**config.mk**
```make
export PLATFORM = sky130hd
export DESIGN_NAME = icap_multiboot_seq
export DESIGN_NICKNAME = d
export VERILOG_FILES = /design/src/rtl/icap_seq_pkg.sv /design/src/rtl/icap_seq_rom.sv /design/src/rtl/icap_multiboot_seq.sv
export SDC_FILE = /design/constraint.sdc
export NUM_CORES = 1
export LEC_CHECK = 0
export ABC_AREA = 1
export ABC_CLOCK_PERIOD_IN_PS = 3320
export BUFFER_PORTS_ARGS = -buffer_cell sky130_fd_sc_hd__buf_2
export CAP_MARGIN = 0
export CORE_ASPECT_RATIO = 0.6
export CORE_MARGIN = 2
export CORE_UTILIZATION = 59
export DETAILED_ROUTE_END_ITERATION = 10
export GPL_ROUTABILITY_DRIVEN = 0
export PLACE_DENSITY = 0.85
export RECOVER_POWER = 100
export REMOVE_ABC_BUFFERS = 1
export SLEW_MARGIN = 40
export SYNTH_ARGS = -nofsm -noshare
export SYNTH_HDL_FRONTEND = slang
export SYNTH_SLANG_ARGS = --single-unit
```
**constraint.sdc**
```tcl
create_clock -name clk -period 3.32 [get_ports clk]
set_input_delay 0.664 -clock clk [delete_from_list [all_inputs] [get_ports clk]]
set_output_delay 0.664 -clock clk [all_outputs]
set_load 0.1 [all_outputs]
```
**src/rtl/icap_seq_pkg.sv**
```systemverilog
`default_nettype none
// ============================================================================
//  Package    : icap_seq_pkg
//  Description: Spartan-6 ICAP word constants, FSM state encoding and
//               sequence lengths shared by the multiboot sequencer.
//               Sequence length depends on macro ICAP_FALLBACK_EN.
//  Revision   : 1.0 - initial release
// ============================================================================
package icap_seq_pkg;

  // ICAP 16-bit configuration words
  localparam logic [15:0] c_dummy = 16'hFFFF;
  localparam logic [15:0] c_sync0 = 16'hAA99;
  localparam logic [15:0] c_sync1 = 16'h5566;
  localparam logic [15:0] c_gen1  = 16'h3261;  // write 1 word to GENERAL1
  localparam logic [15:0] c_gen2  = 16'h3281;  // write 1 word to GENERAL2
  localparam logic [15:0] c_gen3  = 16'h32A1;  // write 1 word to GENERAL3
  localparam logic [15:0] c_gen4  = 16'h32C1;  // write 1 word to GENERAL4
  localparam logic [15:0] c_cmd   = 16'h30A1;  // write 1 word to CMD
  localparam logic [15:0] c_iprog = 16'h000E;
  localparam logic [15:0] c_noop  = 16'h2000;

  // Number of words in the command list
  localparam logic [3:0] c_len_base     = 4'd10;
  localparam logic [3:0] c_len_fallback = 4'd14;
`ifdef ICAP_FALLBACK_EN
  localparam logic [3:0] c_len = c_len_fallback;
`else
  localparam logic [3:0] c_len = c_len_base;
`endif

  typedef enum logic [2:0] {
    ST_IDLE   = 3'd0,
    ST_LOAD   = 3'd1,
    ST_WRITE  = 3'd2,
    ST_GAP    = 3'd3,
    ST_FINISH = 3'd4
  } state_t;

endpackage
`default_nettype wire

```
**src/rtl/icap_seq_rom.sv**
```systemverilog
`default_nettype none
// ============================================================================
//  Module     : icap_seq_rom
//  Description: Combinational lookup of the IPROG command list. Maps a word
//               index to the 16-bit ICAP word, splicing in the latched
//               boot (and, with ICAP_FALLBACK_EN, golden) addresses.
//  Revision   : 1.0 - initial release
// ============================================================================
module icap_seq_rom
  import icap_seq_pkg::*;
#(
  parameter logic [7:0] FLASH_OPCODE = 8'h0B
) (
  input  logic [3:0]  i_index,
  input  logic [23:0] i_boot_addr,
`ifdef ICAP_FALLBACK_EN
  input  logic [23:0] i_golden_addr,
`endif
  output logic [15:0] o_word
);

  // Index to word decode; out-of-range indices read as NOOP
  always_comb begin
    o_word = c_noop;
    case (i_index)
      4'd0:  o_word = c_dummy;
      4'd1:  o_word = c_sync0;
      4'd2:  o_word = c_sync1;
      4'd3:  o_word = c_gen1;
      4'd4:  o_word = i_boot_addr[15:0];
      4'd5:  o_word = c_gen2;
      4'd6:  o_word = {FLASH_OPCODE, i_boot_addr[23:16]};
`ifdef ICAP_FALLBACK_EN
      4'd7:  o_word = c_gen3;
      4'd8:  o_word = i_golden_addr[15:0];
      4'd9:  o_word = c_gen4;
      4'd10: o_word = {FLASH_OPCODE, i_golden_addr[23:16]};
      4'd11: o_word = c_cmd;
      4'd12: o_word = c_iprog;
      4'd13: o_word = c_noop;
`else
      4'd7:  o_word = c_cmd;
      4'd8:  o_word = c_iprog;
      4'd9:  o_word = c_noop;
`endif
      default: o_word = c_noop;
    endcase
  end

endmodule
`default_nettype wire

```
**src/rtl/icap_multiboot_seq.sv**
```systemverilog
`default_nettype none
// ============================================================================
//  Module     : icap_multiboot_seq
//  Description: Wishbone master that writes the Spartan-6 IPROG multiboot
//               command list, one 16-bit ICAP word per write, with a fixed
//               idle gap after every ack and an ack timeout.
//               Macro ICAP_FALLBACK_EN adds the golden-image GENERAL3/4 words.
//  Revision   : 1.0 - initial release
// ============================================================================
module icap_multiboot_seq
  import icap_seq_pkg::*;
#(
  parameter logic [7:0]  FLASH_OPCODE = 8'h0B,
  parameter int unsigned WORD_GAP     = 16,
  parameter int unsigned ACK_TIMEOUT  = 255
) (
  input  logic        clk,
  input  logic        reset,
  input  logic        start,
  input  logic [23:0] boot_addr,
  input  logic [23:0] golden_addr,
  output logic        busy,
  output logic        done,
  output logic        error,
  output logic        cyc_o,
  output logic        stb_o,
  output logic        we_o,
  output logic [31:0] dat_o,
  input  logic        ack_i
);

  // The LOAD cycle is itself idle on the bus, so GAP lasts WORD_GAP-1 cycles
  // and the total idle time between ack and the next stb is WORD_GAP.
  localparam logic [15:0] c_gap_load = (WORD_GAP > 1) ? 16'(WORD_GAP - 1) : 16'd0;
  localparam logic [15:0] c_to_last  = (ACK_TIMEOUT > 0) ? 16'(ACK_TIMEOUT - 1) : 16'd0;

  state_t      r_state;
  state_t      w_state_nx;
  logic [3:0]  r_index;
  logic [15:0] r_dat;
  logic [15:0] r_gap_cnt;
  logic [15:0] r_to_cnt;
  logic        r_error;
  logic [23:0] r_boot;
  logic [15:0] w_word;
  logic        w_accept;
  logic        w_ack;
  logic        w_timeout;

`ifdef ICAP_FALLBACK_EN
  logic [23:0] r_golden;

  // Golden address snapshot, taken only when a start is accepted
  always_ff @(posedge clk) begin
    if (reset) begin
      r_golden <= 24'h0;
    end else if (w_accept) begin
      r_golden <= golden_addr;
    end
  end

  icap_seq_rom #(
    .FLASH_OPCODE (FLASH_OPCODE)
  ) u_rom (
    .i_index       (r_index),
    .i_boot_addr   (r_boot),
    .i_golden_addr (r_golden),
    .o_word        (w_word)
  );
`else
  logic w_unused_golden;
  assign w_unused_golden = ^golden_addr;

  icap_seq_rom #(
    .FLASH_OPCODE (FLASH_OPCODE)
  ) u_rom (
    .i_index     (r_index),
    .i_boot_addr (r_boot),
    .o_word      (w_word)
  );
`endif

  // State register
  always_ff @(posedge clk) begin
    if (reset) begin
      r_state <= ST_IDLE;
    end else begin
      r_state <= w_state_nx;
    end
  end

  // Next-state and Wishbone/status outputs decoded from the current state
  always_comb begin
    w_state_nx = r_state;
    busy       = 1'b0;
    done       = 1'b0;
    cyc_o      = 1'b0;
    stb_o      = 1'b0;
    we_o       = 1'b0;
    w_accept   = 1'b0;
    w_ack      = 1'b0;
    w_timeout  = 1'b0;
    case (r_state)
      ST_IDLE: begin
        if (start) begin
          w_accept   = 1'b1;
          w_state_nx = ST_LOAD;
        end
      end
      ST_LOAD: begin
        busy       = 1'b1;
        w_state_nx = ST_WRITE;
      end
      ST_WRITE: begin
        busy  = 1'b1;
        cyc_o = 1'b1;
        stb_o = 1'b1;
        we_o  = 1'b1;
        if (ack_i) begin
          // Leaving WRITE on the ack edge keeps stb low the following cycle
          w_ack      = 1'b1;
          w_state_nx = ST_GAP;
        end else if (r_to_cnt == c_to_last) begin
          w_timeout  = 1'b1;
          w_state_nx = ST_IDLE;
        end
      end
      ST_GAP: begin
        busy = 1'b1;
        if (r_gap_cnt <= 16'd1) begin
          w_state_nx = (r_index == c_len) ? ST_FINISH : ST_LOAD;
        end
      end
      ST_FINISH: begin
        done       = 1'b1;
        w_state_nx = ST_IDLE;
      end
      default: w_state_nx = ST_IDLE;
    endcase
  end

  // Datapath: address snapshot, word index, data register, gap/timeout counters
  always_ff @(posedge clk) begin
    if (reset) begin
      r_boot    <= 24'h0;
      r_index   <= 4'd0;
      r_dat     <= 16'h0;
      r_gap_cnt <= 16'h0;
      r_to_cnt  <= 16'h0;
      r_error   <= 1'b0;
    end else begin
      if (w_accept) begin
        r_boot  <= boot_addr;
        r_index <= 4'd0;
        r_error <= 1'b0;
      end
      if (r_state == ST_LOAD) begin
        r_dat    <= w_word;
        r_to_cnt <= 16'h0;
      end
      if ((r_state == ST_WRITE) && !ack_i) begin
        r_to_cnt <= r_to_cnt + 16'd1;
      end
      if (w_ack) begin
        r_index   <= r_index + 4'd1;
        r_gap_cnt <= c_gap_load;
      end
      if ((r_state == ST_GAP) && (r_gap_cnt != 16'h0)) begin
        r_gap_cnt <= r_gap_cnt - 16'd1;
      end
      if (w_timeout) begin
        r_error <= 1'b1;
      end
    end
  end

  assign dat_o = {16'h0, r_dat};
  assign error = r_error;

endmodule
`default_nettype wire

```
==> summary.md, run 1 <==
| Metric | Value |
|---|---|
| R2R depth | `9` |
| Synth Register Bits | `80` |
| Synthesized area | `around 4400 um2` |
| Max Cap Viol | `0` |
| Tightest hold margin | `between 400 and 500 ps` |
| Worst-path maximum fanout | `5` |
| Multi-input gate area | `between 2000 and 2500 um2` |
| Cell Rows | `24` |
| Psw | `between 2 and 2.5 mW` |
| Leak | `1.90 nW` |
| Bufs on Longest Clock Path | `2` |
| Final WS setup | `624 ps` |
| Seq/Total Area, Yosys | `between 30% and 40%` |
| Final nets | `710` |
| First-pass GRT wire length | `16600 um` |
| Net Sw Frac | `between 40% and 50%` |
| Fraction of registers with async set/reset | `0%` |
| Die ar. | `8110 um2` |
| Status | `finished clean` |
| Clock power share | `a little under a quarter` |
| Worst slew pin tran | `between 1000 and 1500 ps` |
| DR DRC count | `0` |
| Crit share post-route | `slightly above 80%` |
| Pwr Total | `approximately 4.6 mW` |
| Vias in the first global route | `between 3000 and 4000` |
| All-Layer GR Usage | `around a quarter` |
| Remaining Overflow, GRT | `0` |
| Syn. warnings | `0` |
| Area after DPL | `4530 um2` |
| WS Path Type | `reg -> out` |
| CTS buffer count | `9` |
| Die H | `70.6 um` |
| Critical path's slowest cell | `clkbuf_1` |
| H-tree depth | `3` |
| Pre-CTS setup slack | `1330 ps` |
| Hold Violations, Final | `0` |
| Comb pwr share | `roughly half` |
| Root buffer cell | `clkbuf_16` |
| Synthesized instance count | `~610` |
| Arr. time, crit path | `2030 ps` |
| Vias | `just over 4000` |
| RSZ-0062 raised after global routing | `false` |
| Clock-pin slew on the worst setup and hold paths | `60 ps` |
| Hold Path Class | `reg -> reg` |
| Cell area after layout | `about 4700 um2` |
| Post-Route Utilization | `around 66%` |
| Clock latency on the worst-skew pair | `340 ps` |
| Post-synth top flop | `dfxtp_1` |
| IO Pins | `90` |
| Number of I/O port buffers | `49` |
| Worst setup EP type | `primary output` |
| Final wirelength | `10200 um` |
| Worst hold stages | `2` |
| Area grow syn2layout | `8.61%` |
| Largest net degree at the start of global routing | `47` |
| Cell internal pwr | `about 2.3 mW` |
| Yosys cell types | `38` |
| # clock sinks | `80` |
| FILL cells | `648` |
| Max VDD drop | `~470 uV` |
| Post-synth EDFFs | `0` |
| Largest stage delay, worst path | `slightly below 900 ps` |
| DR WL/cell | `roughly 14 um` |
| Pins Over Slew Limit | `0` |
| Fin Clk Skew | `slightly above 6 ps` |
| 1st-pass router iterations | `5` |
| Die Wd | `approximately 110 um` |
| Initial core utilization | `roughly three fifths` |
| Setup violations, final | `0` |
| Syn avg cell area | `between 7 and 8 um2` |
| Post-route ant nets | `0` |
| Inserted Diodes | `0` |
| Crit path time final | `between 2000 and 3000 ps` |
| PostCTS Resize Cnt | `0` |
| Worst-path cell chain | `inv_1 -> nand3_1 -> inv_2 -> clkbuf_1` |
| First DRT Iteration DRCs | `around 330` |
| Final Non-Filler Cells | `roughly 740` |
| Core area | `roughly 7000 um2` |
| Sequential group share of total power | `about 28%` |
| Layout cell share with drive strength beyond 1 | `13.8%` |
| Commonest cells after routing, fill and taps aside | `nand2_1 (147), dfxtp_1 (80), a21oi_1 (62), nor2_1 (57), inv_1 (51)` |
| Startpoint Class | `flip-flop` |
| Post-CTS Setup Repair Bufs | `0` |
| Slew margin rel. | `21.7%` |
| Final TNS setup | `0 ps` |
| Commonest non-fill, non-tap cell in the layout | `nand2_1` |
| Fmax | `~370 MHz` |
| CTS tree | `built` |
| Register Area | `around 1600 um2` |
| Critical Path RT | `about 2700 ps` |
| Hpwl dp | `between 6000 and 7000 um` |
| Via-per-instance ratio | `around 5.4` |
| # hold bufs at CTS | `0` |
| Post-Place Cells | `729` |
| Power Density | `between 900 and 1000 nW/um2` |
| Initial antenna violation count | `0` |
critical path, delay by kind of cell, from the launching register on:
kind | cells | cell delay, ps
DFF | 1 | 400
and+or+nand+nor | 1 | 130
buffers and inverters | 3 | 1160
power by group through the flow:
| stage | clock, mW | sequential [mW] | combinational, mW |
|---|---|---|---|
| after CTS | 1.05 | 1.30 | 2.33 |
| final | 1.04 | 1.30 | 2.26 |
| after global placement | 0 | 1.30 | 2.27 |
| after floorplan | 0 | 1.88 | 1.32 |
| after global routing | 1.09 | 1.32 | 2.44 |
| after detailed placement | 0 | 1.31 | 2.32 |
flip-flops by register name, summed over array words and instances (netlist names):
signal,cells
error,1
r_boot,24
r_dat,16
r_gap_cnt,16
r_index,4
r_state,3
r_to_cnt,16
routing by layer:
| layer | track usage [%] | vias to the layer above | share of wire [%] |
|---|---|---|---|
| li1 | - | 2028 | - |
| met1 | 34.4 | 1860 | 46 |
| met2 | 40.8 | 148 | 46 |
| met3 | 6.94 | 13 | 6.7 |
| met4 | 9.24 | 0 | 1.2 |
| met5 | 0 | - | 0 |
cell families (layout without fill, tap and decap cells):
| logic type | count (synthesis) | in the layout | synth area share [%] |
|---|---|---|---|
| fa+ha+maj | 9 | 9 | 2.58 |
| flops | 80 | 80 | 36.7 |
| compound gates | 135 | 135 | 18.1 |
| xor+xnor | 5 | 5 | 1.00 |
| simple gates | 283 | 283 | 30.1 |
| other cells | 1 | 16 | 0.0860 |
| buf+inv | 96 | 124 | 11.3 |
cell type report:
cell class,instances,area share (%)
clock buffers,10,5.05
clock inverters,4,1.48
inverters,57,4.62
multi-input cells,448,47.6
flip-flops and latches,80,33.8
well taps,91,2.40
repair buffers,53,5.05
path summary, 6_finish.rpt:
| kind | slack (ps) | to | start |
|---|---|---|---|
| max | 620 | we_o | r_state[2] |
| max reg2reg | 820 | r_index[2] | r_state[1] |
| min | 450 | r_boot[14] | r_boot[14] |
| min reg2reg | 450 | r_boot[14] | r_boot[14] |
cells in the mapped netlist (2+ instances only):
library cell	count	area (um2)
a211oi_1	3	22.5
a21oi_1	53	265
a21oi_2	21	184
a22oi_1	2	15.0
buf_2	5	25.0
buf_4	20	150
buf_6	4	45.0
clkbuf_1	9	33.8
dfxtp_1	80	1600
ha_1	9	113
inv_1	48	180
inv_2	8	30.0
nand2_1	144	541
nand2_2	17	106
nand2_4	3	33.8
nand3_1	31	155
nand3_2	4	40.0
nand4_1	7	43.8
nor2_1	54	203
nor2_2	5	31.3
nor2_4	6	67.6
nor3_1	7	35.0
o211ai_1	7	52.6
o21ai_0	42	210
o21ai_1	4	20.0
xor2_1	4	35.0
Power figures use the tool's default switching activity.
==> inputs of run 2 (changes only) <==
--- a/config.mk
+++ b/config.mk
@@ -5,16 +5,16 @@
 export SDC_FILE = /design/constraint.sdc
 export NUM_CORES = 1
 export LEC_CHECK = 0
-export ABC_AREA = 1
-export ABC_CLOCK_PERIOD_IN_PS = 3320
+export ABC_AREA = 0
+export ABC_CLOCK_PERIOD_IN_PS = 2820
 export BUFFER_PORTS_ARGS = -buffer_cell sky130_fd_sc_hd__buf_2
 export CAP_MARGIN = 0
 export CORE_ASPECT_RATIO = 0.6
 export CORE_MARGIN = 2
-export CORE_UTILIZATION = 59
+export CORE_UTILIZATION = 55
 export DETAILED_ROUTE_END_ITERATION = 10
 export GPL_ROUTABILITY_DRIVEN = 0
-export PLACE_DENSITY = 0.85
+export PLACE_DENSITY = 0.81
 export RECOVER_POWER = 100
 export REMOVE_ABC_BUFFERS = 1
 export SLEW_MARGIN = 40
==> constraint.sdc (replaced) <==
create_clock -name clk -period 2.82 [get_ports clk]
set_input_delay 0.564 -clock clk [delete_from_list [all_inputs] [get_ports clk]]
set_output_delay 0.564 -clock clk [all_outputs]
set_load 0.1 [all_outputs]
==> summary.md, run 2 <==
| Metric | Value |
|---|---|
| Clock-pin slew on the worst setup and hold paths | `~60 ps` |
| Crit path time final | `around 2400 ps` |
| Largest family of logic cells by synthesized area | `simple AND/OR/NAND/NOR gates` |
| Synth Area in Adders | `approximately 2.7%` |
| Cell Rows | `24` |
| Critical path origin | `r_gap_cnt[2]` |
| Post-synth top flop | `dfxtp_1` |
| Critical Path RT | `just over 3000 ps` |
| Leak | `~1.7 nW` |
| Hold Violations, Final | `0` |
| RSZ-0062 raised after global routing | `false` |
| Net Sw Frac | `between 40% and 50%` |
| CTS buffer count | `9` |
| Via-per-instance ratio | `approximately 6` |
| Status | `finished clean` |
| Power Density | `about 760 nW/um2` |
| Worst setup EP type | `flip-flop` |
| Synth Area in Compound Gates | `between 20% and 30%` |
| Critical path's most frequent cell | `nand4_1` |
| Crit share post-route | `approximately 86%` |
| All-Layer GR Usage | `between 20% and 30%` |
| Most instantiated library cell after synthesis | `dfxtp_1` |
| Critical path's top delay family | `simple AND/OR/NAND/NOR gates` |
| CTS tree | `built` |
| FILL cells | `approximately 650` |
| Simple-gate share of the synthesized area | `between 20% and 30%` |
| First-pass GRT wire length | `between 15000 and 20000 um` |
| Hold Path Class | `reg -> reg` |
| Worst Setup EP | `r_gap_cnt[4]` |
| Final nets | `around 600` |
| Vias | `slightly below 4000` |
| # clock sinks | `80` |
| Largest reg by FF count | `r_boot` |
| Top post-synthesis cells by area | `dfxtp_1 (39%), a21oi_1 (8.0%), nand2_1 (7.0%)` |
| Arr. time, crit path | `about 2600 ps` |
| Synthesized instance count | `between 500 and 600` |
| H-tree depth | `3` |
| Worst-path cell chain | `nor4_2 -> nand4_1 -> nand4_1 -> mux2_2` |
| Syn. warnings | `0` |
| Area grow syn2layout | `11.2%` |
| Initial antenna violation count | `0` |
| PostCTS Resize Cnt | `0` |
| Reg2Reg Launch Point | `r_gap_cnt[2]` |
| Mux cell area share after synthesis | `~2.2%` |
| Remaining Overflow, GRT | `0` |
| Post-CTS Setup Repair Bufs | `0` |
| Synth top area share | `slightly below 40%` |
| Startpoint Class | `flip-flop` |
| Fmax | `slightly above 400 MHz` |
| Max FFs per register | `24` |
| Internal reg-to-reg setup slack | `400 ps` |
| Synthesized area | `a little over 4000 um2` |
| Inserted Diodes | `0` |
| Slew margin rel. | `18.3%` |
| DR WL/cell | `around 15 um` |
| 1st-pass router iterations | `5` |
| Number of I/O port buffers | `49` |
| List of most frequent post-synthesis cells | `dfxtp_1 (80), nand2_1 (78), a21oi_1 (66)` |
| Clock power share | `around 30%` |
| First DRT Iteration DRCs | `338` |
| Register Area | `about 1600 um2` |
| Post-synth EDFFs | `0` |
| Pins Over Slew Limit | `0` |
| Die ar. | `8290 um2` |
| Sequential group share of total power | `between 30% and 40%` |
| Largest net degree at the start of global routing | `72` |
| Largest stage delay, worst path | `800 ps` |
| Max Cap Viol | `0` |
| Max VDD drop | `between 400 and 500 uV` |
| Syn avg cell area | `7.99 um2` |
| Commonest non-fill, non-tap cell in the layout | `dfxtp_1` |
| Layout cell share with drive strength beyond 1 | `11.8%` |
| Fin Clk Skew | `5.53 ps` |
| Setup violations, final | `0` |
| Bufs on Longest Clock Path | `2` |
| Crit path buf inv count | `0` |
| Critical path's slowest cell | `nor4_2` |
| Largest area contributor in the netlist | `dfxtp_1` |
| Hpwl dp | `approximately 7100 um` |
| Synth Area in XOR/XNOR | `0%` |
| Clock latency on the worst-skew pair | `between 300 and 400 ps` |
| Die H | `around 70 um` |
| Post-route ant nets | `0` |
| Core area | `~7300 um2` |
| CP Depth | `4` |
| Final wirelength | `between 10000 and 15000 um` |
| Cell area after layout | `roughly 4600 um2` |
| Comb pwr share | `between 30 and 40%` |
| Root buffer cell | `clkbuf_16` |
| Yosys cell types | `64` |
| Area after DPL | `between 4000 and 5000 um2` |
| Tightest hold margin | `~450 ps` |
| R2R depth | `4` |
| # hold bufs at CTS | `0` |
| DR DRC count | `0` |
| Synth Register Bits | `80` |
| IO Pins | `90` |
| WS Path Type | `reg -> reg` |
| Die Wd | `around 120 um` |
| Vias in the first global route | `3568` |
| Seq/Total Area, Yosys | `approximately 39%` |
| Fraction of registers with async set/reset | `0%` |
| Commonest cells after routing, fill and taps aside | `dfxtp_1 (80), nand2_1 (78), a21oi_1 (66), nor2_1 (40), buf_2 (27)` |
| Multi-input gate area | `between 2000 and 2500 um2` |
| Worst slew pin tran | `between 1000 and 1500 ps` |
| Reg2reg end | `r_gap_cnt[4]` |
| Cell internal pwr | `roughly 2.1 mW` |
| Psw | `around 1.4 mW` |
| Initial core utilization | `a little under three fifths` |
| Worst-path maximum fanout | `9` |
[run 2: kinds of logic after synthesis]
group / count (synthesis)
AOI/OAI and AO/OA: 141
DFF: 80
and+or+nand+nor: 219
muxes: 8
adders and majority gates: 9
other: 1
buffers and inverters: 62
[run 2: metal layers]
layer,track usage [%],share of wire [%],vias up
li1,-,-,1929
met1,36.4,46,1853
met2,39.6,46,142
met3,7.11,6.8,23
met4,7.28,1.6,0
met5,0,0,-
[run 2: how the worst min path moves through the flow]
stage / from / end / slack [ps] / depth (start not counted)
2_1_floorplan: r_boot[13] / r_boot[13] / 430 / 2
3_3_place_gp: r_dat[13] / r_dat[13] / 440 / 2
5_1_grt: boot_addr[19] / r_boot[19] / 460 / 3
6_report: r_boot[13] / r_boot[13] / 450 / 2
3_5_place_dp: r_boot[13] / r_boot[13] / 450 / 2
4_1_cts: boot_addr[20] / r_boot[20] / 450 / 3
[run 2: worst reg2reg max path: stages (launching register included)]
cell and delay (ps):
dfxtp_1 370, nor4_2 800, nand4_1 530, nand4_1 260, mux2_2 340
[run 2: power groups by stage]
stage                     sequential (mW)  clock (mW)  combinational (mW)
after detailed placement             1.34           0                1.14
final                                1.32        1.05                1.13
after CTS                            1.32        1.07                1.14
after global placement               1.33           0                1.11
after global routing                 1.33        1.12                1.20
after floorplan                      1.60           0               0.618
[run 2: cell type report]
class | count | share of cell area, %
well taps | 104 | 2.82
clock buffers | 13 | 5.42
multi-input cells | 393 | 49.6
inverters | 11 | 0.894
flip-flops and latches | 80 | 34.7
repair buffers | 57 | 6.18
clock inverters | 3 | 0.379
[run 2: stage by stage]
stage	power (mW)	TNS (ps)	std cells	util (%)	worst slack (ps)
after global routing	3.65	0	661	63.3	282
final	3.49	0	661	63.3	404
after floorplan	2.22	-6130	484	-	-2040
after detailed placement	2.48	0	645	60.3	529
after global placement	2.44	0	645	60.3	545
after CTS	3.53	0	661	64.0	511
